### src/rtl/mtm_Alu_pkg.sv
// mtm_Alu_pkg: shared types and constants for the mtm_Alu serial front end.
package mtm_Alu_pkg;

    // ALU opcodes as carried in the control byte.
    typedef enum logic [2:0] {
        AND = 3'b000,
        OR  = 3'b001,
        ADD = 3'b100,
        SUB = 3'b101
    } op_t;

    // Type bit that follows every start bit.
    typedef enum logic {
        DATA = 1'b0,
        CTL  = 1'b1
    } byte_type_t;

    // Bit-level receive FSM.
    typedef enum logic [2:0] {
        StIdle,
        StType,
        StPayload,
        StStop,
        StWaitHigh
    } deser_state_e;

    // Error flags; only the highest-priority one is ever reported.
    localparam logic [2:0] ERR_DATA = 3'b100;
    localparam logic [2:0] ERR_CRC  = 3'b010;
    localparam logic [2:0] ERR_OP   = 3'b001;

    localparam logic [3:0] FRAME_DATA_BYTES = 4'd8;

    function automatic logic op_is_valid(input logic [2:0] op);
        return (op == AND) || (op == OR) || (op == ADD) || (op == SUB);
    endfunction

    // One serial step of CRC4 with polynomial x^4+x+1, MSB first.
    function automatic logic [3:0] crc4_step(input logic [3:0] r, input logic din);
        return {r[2], r[1], r[3] ^ r[0], r[3] ^ din};
    endfunction

endpackage

### src/rtl/mtm_alu_crc4.sv
// mtm_alu_crc4: serial CRC4 register (x^4+x+1) with clear, enable and data-in.
module mtm_alu_crc4
    import mtm_Alu_pkg::*;
(
    input  logic       clk,
    input  logic       rst,
    input  logic       clr_i,
    input  logic       en_i,
    input  logic       din_i,
    output logic [3:0] crc_o
);

    logic [3:0] crc_q, crc_d;

    // Clear wins over a shift so a frame boundary always restarts from zero.
    always_comb begin
        crc_d = crc_q;
        if (clr_i) begin
            crc_d = '0;
        end else if (en_i) begin
            crc_d = crc4_step(crc_q, din_i);
        end
    end

    // CRC state register.
    always_ff @(posedge clk) begin
        if (rst) begin
            crc_q <= '0;
        end else begin
            crc_q <= crc_d;
        end
    end

    assign crc_o = crc_q;

endmodule

### src/rtl/mtm_alu_deserializer.sv
// mtm_alu_deserializer: samples sin one bit per clock, assembles 11-bit bytes into
// 9-byte command frames, checks CRC4 and opcode, and hands B/A/op/err to the ALU
// through a valid/ready output register.
// Optional feature: define MTM_ALU_DESER_TIMEOUT_EN to abandon partial frames after
// TIMEOUT_CYCLES idle cycles.
module mtm_alu_deserializer
    import mtm_Alu_pkg::*;
#(
    parameter int unsigned TIMEOUT_CYCLES = 64
) (
    input  logic        clk,
    input  logic        rst,
    input  logic        sin,
    output logic        out_valid,
    input  logic        out_ready,
    output logic [31:0] out_B,
    output logic [31:0] out_A,
    output logic [2:0]  out_op,
    output logic [2:0]  out_err,
    output logic        overrun
);

    // Receive-side state.
    deser_state_e state_q, state_d;
    logic [2:0]   bit_idx_q, bit_idx_d;
    byte_type_t   type_q, type_d;
    logic [7:0]   shift_q, shift_d;
    logic [3:0]   byte_cnt_q, byte_cnt_d;
    logic [63:0]  data_q, data_d;

    // Completion strobe and its error code, registered one stage before the output.
    logic         frame_done;
    logic [2:0]   frame_err;
    logic         done_q;
    logic [63:0]  pend_data_q;
    logic [2:0]   pend_op_q;
    logic [2:0]   pend_err_q;

    // CRC engine controls.
    logic         crc_clr, crc_en, crc_din;
    logic [3:0]   crc_val;

    // Output register.
    logic         out_valid_q;
    logic [63:0]  out_data_q;
    logic [2:0]   out_op_q;
    logic [2:0]   out_err_q;
    logic         overrun_q;
    logic         load;

    logic         tmo_fire;

    mtm_alu_crc4 u_crc4 (
        .clk   (clk),
        .rst   (rst),
        .clr_i (crc_clr),
        .en_i  (crc_en),
        .din_i (crc_din),
        .crc_o (crc_val)
    );

`ifdef MTM_ALU_DESER_TIMEOUT_EN
    localparam int unsigned      TmoW     = $clog2(TIMEOUT_CYCLES + 1);
    localparam logic [TmoW-1:0]  TmoLimit = TmoW'(TIMEOUT_CYCLES);

    logic [TmoW-1:0] tmo_q, tmo_d;

    // Count idle cycles only while a frame is partially received.
    always_comb begin
        tmo_d    = '0;
        tmo_fire = 1'b0;
        if (state_q == StIdle && byte_cnt_q != 4'd0) begin
            tmo_d = tmo_q + 1'b1;
            if (tmo_d == TmoLimit) begin
                tmo_fire = 1'b1;
                tmo_d    = '0;
            end
        end
    end

    // Timeout counter register.
    always_ff @(posedge clk) begin
        if (rst) begin
            tmo_q <= '0;
        end else begin
            tmo_q <= tmo_d;
        end
    end
`else
    logic unused_timeout_cycles;
    assign tmo_fire              = 1'b0;
    assign unused_timeout_cycles = ^TIMEOUT_CYCLES;
`endif

    // Bit FSM, byte/frame accounting, CRC feed and error classification.
    always_comb begin
        state_d    = state_q;
        bit_idx_d  = bit_idx_q;
        type_d     = type_q;
        shift_d    = shift_q;
        byte_cnt_d = byte_cnt_q;
        data_d     = data_q;
        frame_done = 1'b0;
        frame_err  = 3'b000;
        crc_clr    = 1'b0;
        crc_en     = 1'b0;
        crc_din    = 1'b0;

        unique case (state_q)
            StIdle: begin
                if (!sin) begin
                    state_d = StType;
                end
            end
            StType: begin
                type_d    = byte_type_t'(sin);
                bit_idx_d = 3'd0;
                state_d   = StPayload;
            end
            StPayload: begin
                shift_d   = {shift_q[6:0], sin};
                bit_idx_d = bit_idx_q + 3'd1;
                crc_en    = 1'b1;
                if (type_q == CTL) begin
                    // Ctl byte feeds 1, op, then zeros in place of the received CRC.
                    if (bit_idx_q == 3'd0) begin
                        crc_din = 1'b1;
                    end else if (bit_idx_q <= 3'd3) begin
                        crc_din = sin;
                    end else begin
                        crc_din = 1'b0;
                    end
                end else begin
                    crc_din = sin;
                end
                if (bit_idx_q == 3'd7) begin
                    state_d = StStop;
                end
            end
            StStop: begin
                state_d = StIdle;
                if (!sin) begin
                    // Framing error: resync on a high line before the next start bit.
                    frame_done = 1'b1;
                    frame_err  = ERR_DATA;
                    byte_cnt_d = 4'd0;
                    crc_clr    = 1'b1;
                    state_d    = StWaitHigh;
                end else if (type_q == DATA) begin
                    if (byte_cnt_q == FRAME_DATA_BYTES) begin
                        frame_done = 1'b1;
                        frame_err  = ERR_DATA;
                        byte_cnt_d = 4'd0;
                        crc_clr    = 1'b1;
                    end else begin
                        data_d     = {data_q[55:0], shift_q};
                        byte_cnt_d = byte_cnt_q + 4'd1;
                    end
                end else begin
                    frame_done = 1'b1;
                    byte_cnt_d = 4'd0;
                    crc_clr    = 1'b1;
                    if (byte_cnt_q != FRAME_DATA_BYTES) begin
                        frame_err = ERR_DATA;
                    end else if (shift_q[3:0] != crc_val) begin
                        frame_err = ERR_CRC;
                    end else if (!op_is_valid(shift_q[6:4])) begin
                        frame_err = ERR_OP;
                    end
                end
            end
            StWaitHigh: begin
                if (sin) begin
                    state_d = StIdle;
                end
            end
            default: begin
                state_d = StIdle;
            end
        endcase

        if (tmo_fire) begin
            frame_done = 1'b1;
            frame_err  = ERR_DATA;
            byte_cnt_d = 4'd0;
            crc_clr    = 1'b1;
        end
    end

    // Receive-side state registers.
    always_ff @(posedge clk) begin
        if (rst) begin
            state_q    <= StIdle;
            bit_idx_q  <= 3'd0;
            type_q     <= DATA;
            shift_q    <= 8'd0;
            byte_cnt_q <= 4'd0;
            data_q     <= 64'd0;
        end else begin
            state_q    <= state_d;
            bit_idx_q  <= bit_idx_d;
            type_q     <= type_d;
            shift_q    <= shift_d;
            byte_cnt_q <= byte_cnt_d;
            data_q     <= data_d;
        end
    end

    // Capture a completed frame so the output register loads one cycle after the stop bit.
    always_ff @(posedge clk) begin
        if (rst) begin
            done_q      <= 1'b0;
            pend_data_q <= 64'd0;
            pend_op_q   <= 3'd0;
            pend_err_q  <= 3'd0;
        end else begin
            done_q <= frame_done;
            if (frame_done) begin
                pend_data_q <= data_q;
                pend_op_q   <= shift_q[6:4];
                pend_err_q  <= frame_err;
            end
        end
    end

    // A frame may load only into an empty register or one being drained this cycle.
    always_comb begin
        load = done_q && (!out_valid_q || out_ready);
    end

    // Output register and overrun pulse.
    always_ff @(posedge clk) begin
        if (rst) begin
            out_valid_q <= 1'b0;
            out_data_q  <= 64'd0;
            out_op_q    <= 3'd0;
            out_err_q   <= 3'd0;
            overrun_q   <= 1'b0;
        end else begin
            overrun_q <= done_q && !load;
            if (load) begin
                out_valid_q <= 1'b1;
                out_data_q  <= pend_data_q;
                out_op_q    <= pend_op_q;
                out_err_q   <= pend_err_q;
            end else if (out_valid_q && out_ready) begin
                out_valid_q <= 1'b0;
            end
        end
    end

    assign out_valid = out_valid_q;
    assign out_B     = out_data_q[63:32];
    assign out_A     = out_data_q[31:0];
    assign out_op    = out_op_q;
    assign out_err   = out_err_q;
    assign overrun   = overrun_q;

endmodule

### config.mk
export PLATFORM = sky130hd
export DESIGN_NAME = mtm_alu_deserializer
export DESIGN_NICKNAME = d
export VERILOG_FILES = /design/src/rtl/mtm_Alu_pkg.sv /design/src/rtl/mtm_alu_crc4.sv /design/src/rtl/mtm_alu_deserializer.sv
export SDC_FILE = /design/constraint.sdc
export NUM_CORES = 1
export LEC_CHECK = 0
export BUFFER_PORTS_ARGS = -buffer_cell sky130_fd_sc_hd__buf_2
export CAP_MARGIN = 40
export CORE_MARGIN = 2
export CORE_UTILIZATION = 50
export CTS_BUF_LIST = sky130_fd_sc_hd__clkbuf_8
export DETAILED_ROUTE_END_ITERATION = 8
export PLACE_DENSITY = 0.73
export SETUP_SLACK_MARGIN = 0.15
export SLEW_MARGIN = 20
export SYNTH_ARGS = -nofsm -noshare
export SYNTH_HDL_FRONTEND = slang
export SYNTH_HIERARCHICAL = 1
export SYNTH_SLANG_ARGS = --single-unit
### constraint.sdc
create_clock -name clk -period 1.8 [get_ports clk]
set_clock_uncertainty 0.05 [all_clocks]
set_input_delay 0 -clock clk [delete_from_list [all_inputs] [get_ports clk]]
set_output_delay 0 -clock clk [all_outputs]
set_load 0.1 [all_outputs]
==> results of run 1 <==
-- logic make-up after synthesis --
| kind of cell | count (synthesis) | share of synthesized area |
|---|---|---|
| xor+xnor | 7 | 0.00689 |
| simple gates | 259 | 0.149 |
| flops | 230 | 0.518 |
| fa+ha+maj | 7 | 0.00984 |
| buf+inv | 129 | 0.0596 |
| compound gates | 426 | 0.244 |
| mux | 11 | 0.0124 |
-- final timing paths --
check	endpoint	slack [ns]	cells after the start
worst max-delay path	data_q[23]	-0.11	10
worst min register to register	data_q[7]	0.41	2
worst max register to register	data_q[23]	-0.11	10
worst min-delay path	pend_err_q[1]	0.39	5
-- cells in the final DEF (no fill, tap or decap), types with 4 or more instances in the layout --
cell	count
clkbuf_16	7
nand2_1	6
nor2b_1	4
dfxtp_2	6
mux2i_1	11
buf_2	74
o21ai_1	39
o21ai_0	131
o21ai_2	31
buf_16	13
buf_6	8
a21oi_2	8
nand3_2	33
dfxtp_1	224
nor3b_1	5
buf_4	30
nor2_1	13
buf_12	22
ha_1	4
nor3_1	6
a21oi_1	204
clkbuf_8	48
xor2_1	4
inv_1	17
nand3_1	168
-- flip-flops by register name, indices dropped and copies added (netlist names), 4 cells and up --
register      flops
pend_data_q      64
shift_q           8
out_data_q       64
u_crc4/crc_o      4
data_q           64
byte_cnt_q        4
-- metal layers --
layer  share of wire  vias to the layer above
met5               0                        -
met4           0.026                        0
met3           0.064                       66
met2            0.49                      361
met1            0.42                     4031
li1                -                     4010
-- stage by stage --
step / hold WS [ns] / setup slack [ns] / cells / area (um2) / power, mW
6_report: 0.387 / -0.106 / 1402 / 11700 / 10.7
5_1_grt: 0.409 / -0.212 / 1402 / 11700 / 11.0
4_1_cts: 0.368 / -0.0605 / 1385 / 11200 / 10.5
3_5_place_dp: 0.339 / -0.0768 / 1291 / 9630 / 5.71
3_3_place_gp: 0.324 / -0.0223 / 1291 / 9630 / 5.71
2_1_floorplan: 0.0260 / -0.0745 / 1069 / 8990 / 5.59
-- repair_timing --
action,in CTS,in global routing
cloned,15,9
resized for setup,88,98
pin swaps,38,30
setup endpoints to repair,134,140
setup buffers,11,8
hold endpoints to repair,9,0
hold buffers,3,0
-- worst reg2reg max path: cells and delay by family (launching register included) --
| kind | cells | cell delay (ns) |
|---|---|---|
| compound gates | 1 | 0.19 |
| fa+ha+maj | 2 | 0.36 |
| buf+inv | 4 | 0.49 |
| flops | 1 | 0.34 |
| simple gates | 3 | 0.43 |
-- layout make-up --
class	instances	area, um2
inverters	9	33.8
fillers	1310	5610
repair buffers	162	1820
well taps	225	282
flip-flops and latches	230	4610
clock buffers	48	661
multi-input cells	711	4240
clock inverters	17	105
-- where the power goes --
part | total (mW) | switching (mW) | internal (mW)
logic | 0.937 | 0.497 | 0.439
clock network | 4.59 | 2.05 | 2.54
registers | 5.13 | 0.0211 | 5.11
total | 10.7 | 2.57 | 8.09
==> results_dict.tcl, run 1 <==
set metrics [dict create \
    start_util 0.513 \
    worstPathArrival_ns 2.32 \
    max_slew_margin 0.483 \
    clock_path_buffers 3 \
    first_global_vias 7552 \
    cpMaxStageDelayCell "dfxtp_2" \
    synth-seq-area-share 0.518 \
    cp.required_ns 2.22 \
    worst-setup-path-type "reg2reg" \
    worst_pin_slew_ns 0.775 \
    via_per_inst 6.04 \
    detail-route-antenna-nets 0 \
    final_max_slew_viol_count 0 \
    cp-start-kind "flop" \
    cp-end-kind "flop" \
    die_w_um 137 \
    fin_crit_ns 1.91 \
    nets 1163 \
    slowest_delay_ns 0.34 \
    grt_use_total 0.239 \
    crit_chain "inv_2 -> ha_4 -> nand3b_1 -> ha_2 -> and2_4 -> buf_12 -> buf_8 -> buf_16 -> nand3_2 -> a21oi_2" \
    drt_pre_antenna_iters 6 \
    cp-startpoint "byte_cnt_q[0]" \
    core_area_um2 17400 \
    overflow 0 \
    synthToLayoutAreaGrowth_pct 32.0 \
    finalHoldViolations 0 \
    grt_max_degree 162 \
    vias 8468 \
    hold_class "in2reg" \
    hpwl_um 12100 \
    yosysTopAreaCellShare 0.518 \
    gr-usage-met3 0.0394 \
    grt_setup_unrepaired "yes" \
    cts_tree "built" \
    yosysWarnings 6 \
    crit_family "buffers and inverters" \
    vdd_ir_drop_max_mv 0.506 \
    crit_fanout 9 \
    utilization 0.677 \
    netlist_instances 1069 \
    yosysMostFrequentCell "dfxtp_1" \
    wire_per_inst_um 17.8 \
    htree_num_levels 2 \
    io_buffer_count 75 \
    met2_usage 0.386 \
    fin_crit_sh 1.06 \
    cp.buffers_inverters 4 \
    drtIter0Drc 1064 \
    synth_area_leaders "dfxtp_1, a21oi_1, nand3_1" \
    p_leak_nw 4.13 \
    cap_violations 0 \
    synth_ff_type "dfxtp_1" \
    async_flop_share 0 \
    globalplace.congestion 0.779 \
    antenna_found_initial 0 \
    cts_buffers 38 \
    grt_pass1_wl_um 36900 \
    failed_checks "setup timing" \
    drive_above_1_share 0.266 \
    fmax_ghz 0.525 \
    use_met1 0.321 \
    clock_latency_ns 0.54 \
    wirelength_um 25000 \
    clkTransAtPathRegs_ns 0.06 \
    num_io_pins 76 \
    syn_area_per_cell_um2 8.32 \
    die_area_um2 18900 \
    clock-sinks 230 \
    setup_tns_ns -1.81 \
    synth_edf_count 0 \
    hold_path_startpoint "rst" \
    drc_errors 0 \
    setup_ws_ns -0.106 \
    status "complete, but fails checks" \
    fp-row-count 48 \
    synth_top_area_cell "dfxtp_1" \
    die_y_um 137 \
    r2r-start "byte_cnt_q[0]" \
    power_density_nw_per_um2 907 \
    synth_cell_types 38 \
    syn_nets 1080 \
    antenna_cells 0 \
    root_buffer "clkbuf_8" \
    grt.busiest_layer "met2" \
    synth-seq-cells 230 \
    synth_area_um2 8900 \
    setup_viol 61 \
    synthTopCellsByCount "dfxtp_1, a21oi_1, nand3_1, o21ai_0, clkbuf_1" \
]
Note: power is estimated with default switching activity, not from simulation.
==> run 2: changes to the inputs <==
--- a/config.mk
+++ b/config.mk
@@ -10,8 +10,10 @@
 export CORE_MARGIN = 2
 export CORE_UTILIZATION = 50
 export CTS_BUF_LIST = sky130_fd_sc_hd__clkbuf_8
+export CTS_CLUSTER_SIZE = 20
 export DETAILED_ROUTE_END_ITERATION = 8
 export PLACE_DENSITY = 0.73
+export REMOVE_ABC_BUFFERS = 1
 export SETUP_SLACK_MARGIN = 0.15
 export SLEW_MARGIN = 20
 export SYNTH_ARGS = -nofsm -noshare
==> results_dict.tcl, run 2 (synthesis results as in run 1) <==
set metrics [dict create \
    status "complete, but fails checks" \
    failed_checks "setup timing" \
    crit_fanout 9 \
    die_y_um 137 \
    drc_errors 0 \
    pre_cts_slack_ns -0.0695 \
    via_per_inst 5.84 \
    cts_tree "built" \
    cp-end-kind "flop" \
    io_buffer_count 75 \
    cts_buffers 39 \
    worstPathArrival_ns 2.33 \
    antenna_found_initial 0 \
    clock_latency_ns 0.52 \
    hold_class "in2reg" \
    grt_max_degree 102 \
    first_global_vias 6995 \
    htree_num_levels 2 \
    overflow 0 \
    p_leak_nw 3.93 \
    fp-row-count 48 \
    root_buffer "clkbuf_8" \
    hold_path_depth 5 \
    die_area_um2 18900 \
    worst_pin_slew_ns 0.506 \
    fin_cells 1386 \
    cp-start-kind "flop" \
    wire_per_inst_um 16.2 \
    vias 8094 \
    reg2reg_depth 10 \
    placedCellCount 1289 \
    final_cell_mix "dfxtp_1, a21oi_1, nand3_1, o21ai_0, buf_2" \
    die_w_um 137 \
    crit_chain "inv_2 -> ha_1 -> nand3b_1 -> ha_2 -> buf_4 -> and2_4 -> buf_6 -> clkbuf_16 -> nand3_1 -> a21oi_1" \
    num_io_pins 76 \
    slowest_delay_ns 0.33 \
    clkTransAtPathRegs_ns 0.06 \
    clock-sinks 230 \
    hold_ws_ns 0.0461 \
    setup_tns_ns -2.48 \
    grt_use_total 0.210 \
    fillers 1415 \
    drt_pre_antenna_iters 5 \
    setup_ws_ns -0.148 \
    power_density_nw_per_um2 909 \
    layout_commonest_cell "dfxtp_1" \
    wirelength_um 22500 \
    vdd_ir_drop_max_mv 0.475 \
    worst-setup-path-type "reg2reg" \
    final_max_slew_viol_count 0 \
    start_util 0.513 \
    fmax_ghz 0.513 \
    clock_path_buffers 3 \
    detail-route-antenna-nets 0 \
    drtIter0Drc 745 \
    nets 1145 \
    setup_viol 75 \
    fin_crit_sh 1.08 \
    ff_latch_area_um2 4610 \
    grt_pass1_wl_um 32900 \
    fin_crit_ns 1.95 \
    synthToLayoutAreaGrowth_pct 27.0 \
    grt_setup_unrepaired "yes" \
    hpwl_um 11000 \
    finalHoldViolations 0 \
    top_regs "data_q: 64 flops, out_data_q: 64 flops, pend_data_q: 64 flops" \
    globalplace.congestion 0.779 \
    core_area_um2 17400 \
    cap_violations 0 \
    max_slew_margin 0.663 \
    antenna_cells 0 \
    power_mw 10.3 \
    multi_input_comb_area_um2 4270 \
    cp.required_ns 2.19 \
    drive_above_1_share 0.260 \
    cpMaxStageDelayCell "dfxtp_2" \
]
## run 2: changes by cell type in the layout (fill, tap and decap cells not counted), sizes merged
cell,previous run,this run
inv,21,26
clkinvlp,2,1
bufbuf,3,0
bufinv,1,0
nand2,8,7
clkbuf,55,58
clkinv,2,3
dlygate4sd3,3,2
buf,149,130
and2,1,2
## run 2: timing repair
item	in CTS	in global routing
endpoints found under the setup margin	138	140
gates cloned	0	19
pin swaps	11	23
hold buffers	2	0
hold endpoints to repair	81	0
buffers inserted	1	7
resized for setup	114	100
## run 2: worst paths after layout
check | from | end | slack (ns)
worst min register to register | pend_data_q[54] | pend_data_q[54] | 0.41
worst max-delay path | byte_cnt_q[0] | data_q[19] | -0.15
worst max register to register | byte_cnt_q[0] | data_q[19] | -0.15
worst min-delay path | out_ready | out_data_q[37] | 0.05
## run 2: metrics by stage
| stage | utilization | cell area (um2) |
|---|---|---|
| after floorplan | - | 8400 |
| after global placement | 0.553 | 9590 |
| after detailed placement | 0.553 | 9590 |
| after CTS | 0.611 | 10600 |
| after global routing | 0.651 | 11300 |
| final | 0.651 | 11300 |
## run 2: layout make-up
class | instances | area share
Clock inverter | 21 | 0.00764
Clock buffer | 47 | 0.0573
Sequential cell | 230 | 0.408
Multi-Input combinational cell | 711 | 0.378
Timing Repair Buffer | 143 | 0.121
Inverter | 9 | 0.00299
Tap cell | 225 | 0.0249
## run 2: report_power, final
part / switching (mW) / leakage [nW] / internal [mW]
logic: 0.473 / 1.63 / 0.297
clock network: 2.02 / 0.440 / 2.35
registers: 0.0192 / 1.85 / 5.11
## run 2: routing by layer
metal	vias up	wire (um)	global-route usage
li1	3960	-	-
met1	3886	10400	0.288
met2	218	10700	0.334
met3	30	1110	0.0449
met4	0	325	0.0607
met5	-	0	0
## run 2: worst max-delay path, delay by kind of cell, from the launching register on
family | cells | cell delay, ns
buffers and inverters | 4 | 0.50
AND/OR/NAND/NOR | 3 | 0.46
adder cells (fa/ha/maj) | 2 | 0.36
flip-flops | 1 | 0.33
AO/OA/AOI/OAI | 1 | 0.16
==> run 3: changes to the inputs <==
--- a/config.mk
+++ b/config.mk
@@ -7,16 +7,17 @@
 export LEC_CHECK = 0
 export BUFFER_PORTS_ARGS = -buffer_cell sky130_fd_sc_hd__buf_2
 export CAP_MARGIN = 40
+export CELL_PAD_IN_SITES_DETAIL_PLACEMENT = 1
+export CELL_PAD_IN_SITES_GLOBAL_PLACEMENT = 2
 export CORE_MARGIN = 2
-export CORE_UTILIZATION = 50
+export CORE_UTILIZATION = 34
 export CTS_BUF_LIST = sky130_fd_sc_hd__clkbuf_8
 export CTS_CLUSTER_SIZE = 20
 export DETAILED_ROUTE_END_ITERATION = 8
-export PLACE_DENSITY = 0.73
+export PLACE_DENSITY = 0.8
 export REMOVE_ABC_BUFFERS = 1
 export SETUP_SLACK_MARGIN = 0.15
 export SLEW_MARGIN = 20
 export SYNTH_ARGS = -nofsm -noshare
 export SYNTH_HDL_FRONTEND = slang
-export SYNTH_HIERARCHICAL = 1
 export SYNTH_SLANG_ARGS = --single-unit
==> results_dict.tcl, run 3 <==
set metrics [dict create \
    yosysWarnings 0 \
    final_max_slew_viol_count 0 \
    clock_path_buffers 3 \
    core_area_um2 22800 \
    synth_compound_area_frac 0.184 \
    fin_crit_ns 1.97 \
    syn_area_per_cell_um2 8.87 \
    netlist_instances 895 \
    layout_commonest_cell "nand2_1" \
    synthSimpleGateAreaFrac 0.177 \
    wirelength_um 21900 \
    antenna_found_initial 0 \
    crit_family "buffers and inverters" \
    hpwl_um 11300 \
    power.switching_mw 2.31 \
    max_slew_margin 0.675 \
    pre_cts_slack_ns -0.199 \
    cpMaxStageDelayCell "dfxtp_2" \
    die_area_um2 24600 \
    cts_tree "built" \
    pwr-share-clk 0.449 \
    yosysMostFrequentCell "nand2_1" \
    failed_checks "setup timing" \
    fillers 2588 \
    antenna_cells 0 \
    synth_area_um2 7940 \
    clock_latency_ns 0.54 \
    synth.area.mux_share 0.00142 \
    cp-end-kind "flop" \
    grt_use_total 0.157 \
    synth_ff_type "dfxtp_1" \
    drc_errors 0 \
    crit_top_cell "inv_2" \
    fmax_ghz 0.509 \
    synthTopCellsByCount "nand2_1, dfxtp_1, a21oi_1, a22o_1, clkbuf_1" \
    clock-sinks 230 \
    synth-seq-area-share 0.580 \
    final_cell_mix "nand2_1, dfxtp_1, a21oi_1, buf_2, a22o_1" \
    htree_num_levels 2 \
    grt_pass1_wl_um 31800 \
    crit_fanout 6 \
    internal_power_mw 7.76 \
    globalplace.congestion 0.720 \
    drtIter0Drc 325 \
    cp.buffers_inverters 6 \
    async_flop_share 0 \
    clkTransAtPathRegs_ns 0.06 \
    crit_chain "inv_2 -> ha_2 -> and3b_2 -> inv_2 -> ha_4 -> nand2_4 -> buf_6 -> a21oi_4 -> buf_8 -> buf_12 -> clkbuf_16 -> a22o_1" \
    slowest_delay_ns 0.33 \
    status "complete, but fails checks" \
    cts_buffers 40 \
    finalHoldViolations 0 \
    worstPathArrival_ns 2.33 \
    pwr-share-seq 0.509 \
    wire_per_inst_um 16.3 \
    synth-seq-cells 230 \
    vdd_ir_drop_max_mv 0.418 \
    p_leak_nw 4.29 \
    num_io_pins 76 \
    grt_setup_unrepaired "yes" \
    setup_tns_ns -12.32 \
    power_density_nw_per_um2 960 \
    placed_area_um2 8780 \
    ff_latch_area_um2 4610 \
    vias 6582 \
    io_buffer_count 75 \
    top_regs "data_q: 64 flops, out_data_q: 64 flops, pend_data_q: 64 flops" \
    overflow 0 \
    synth_top_family_by_area "compound AO/OA/AOI/OAI gates" \
    yosysTopAreaCellShare 0.580 \
    worst-setup-path-type "reg2reg" \
    final_cell_area_um2 10500 \
    first_global_vias 6415 \
    synth_area_leaders "dfxtp_1, nand2_1, a21oi_1" \
    setup_viol 134 \
    grt_max_degree 65 \
    synth_edf_count 0 \
    detail-route-antenna-nets 0 \
    fp-row-count 55 \
    cap_violations 0 \
    synth_top_area_cell "dfxtp_1" \
    root_buffer "clkbuf_8" \
    worst_pin_slew_ns 0.491 \
    drt_pre_antenna_iters 4 \
    multi_input_comb_area_um2 3360 \
    cp.required_ns 2.16 \
    synthXorXnorAreaFrac 0.00662 \
    cp-start-kind "flop" \
    sw_frac_of_total 0.230 \
    hold_class "in2reg" \
    synth_cell_types 42 \
    start_util 0.349 \
    die_y_um 157 \
    synthToLayoutAreaGrowth_pct 32.1 \
    utilization 0.460 \
    drive_above_1_share 0.256 \
    die_w_um 157 \
    nets 1016 \
    setup_ws_ns -0.165 \
    yosys.area_share.adder 0.0110 \
    combPwrFrac 0.042 \
    via_per_inst 4.90 \
    fin_crit_sh 1.09 \
]
[run 3: layout make-up]
type,instances,share of cell area
clock inverter,17,0.00668
clock buffer,50,0.0656
tap,313,0.0373
multi-input combinational,591,0.320
timing repair buffer,134,0.128
inverter,8,0.00286
sequential,230,0.439
[run 3: cell families (layout without fill, tap and decap cells)]
kind of cell,after synthesis,after routing
flip-flops,230,230
XOR/XNOR,6,6
AO/OA/AOI/OAI,235,235
adder cells (fa/ha/maj),7,7
multiplexers,1,1
buffers and inverters,74,209
AND/OR/NAND/NOR,342,342
[run 3: worst register-to-register path, stage by stage, from the launching register on]
cell	delay (ns)
dfxtp_2	0.33
inv_2	0.05
ha_2	0.15
and3b_2	0.19
inv_2	0.05
ha_4	0.16
nand2_4	0.08
buf_6	0.10
a21oi_4	0.05
buf_8	0.16
buf_12	0.13
clkbuf_16	0.16
a22o_1	0.20
[run 3: final timing paths]
kind,end,start,slack [ns],cells after the start
worst min register to register,out_data_q[5],out_data_q[5],0.40,2
worst min-delay path,overrun,out_ready,0.34,4
worst max register to register,pend_data_q[25],byte_cnt_q[0],-0.17,12
worst max-delay path,pend_data_q[25],byte_cnt_q[0],-0.17,12
[run 3: stage by stage]
step | instances | total power [mW] | hold slack (ns)
final | 1343 | 10.1 | 0.336
after global routing | 1343 | 10.5 | 0.378
after CTS | 1322 | 10.2 | 0.311
after detailed placement | 1244 | 5.53 | 0.318
after global placement | 1244 | 5.53 | 0.304
after floorplan | 829 | 5.36 | 0.0191
[run 3: per-layer routing]
metal / part of all wire / up-vias / track usage
met2: 0.47 / 100 / 0.266
met4: 0.017 / 0 / 0.0459
met5: 0 / - / 0
li1: - / 3239 / -
met1: 0.48 / 3215 / 0.202
met3: 0.037 / 28 / 0.0338
[run 3: what timing repair did]
| action | in CTS | in global routing |
|---|---|---|
| gates cloned | 3 | 17 |
| endpoints found under the setup margin | 139 | 139 |
| hold endpoints to repair | 47 | 0 |
| hold buffers | 3 | 0 |
| pin swaps | 2 | 63 |
| resized for setup | 18 | 92 |
| buffers inserted | 5 | 4 |
[run 3: power groups by stage]
stage / Sequential, mW / Combinational, mW / Clock, mW
after floorplan: 5.24 / 0.118 / 0
after global routing: 5.13 / 0.448 / 4.92
after CTS: 5.13 / 0.362 / 4.67
after global placement: 5.24 / 0.295 / 0
final: 5.13 / 0.419 / 4.52
after detailed placement: 5.24 / 0.297 / 0
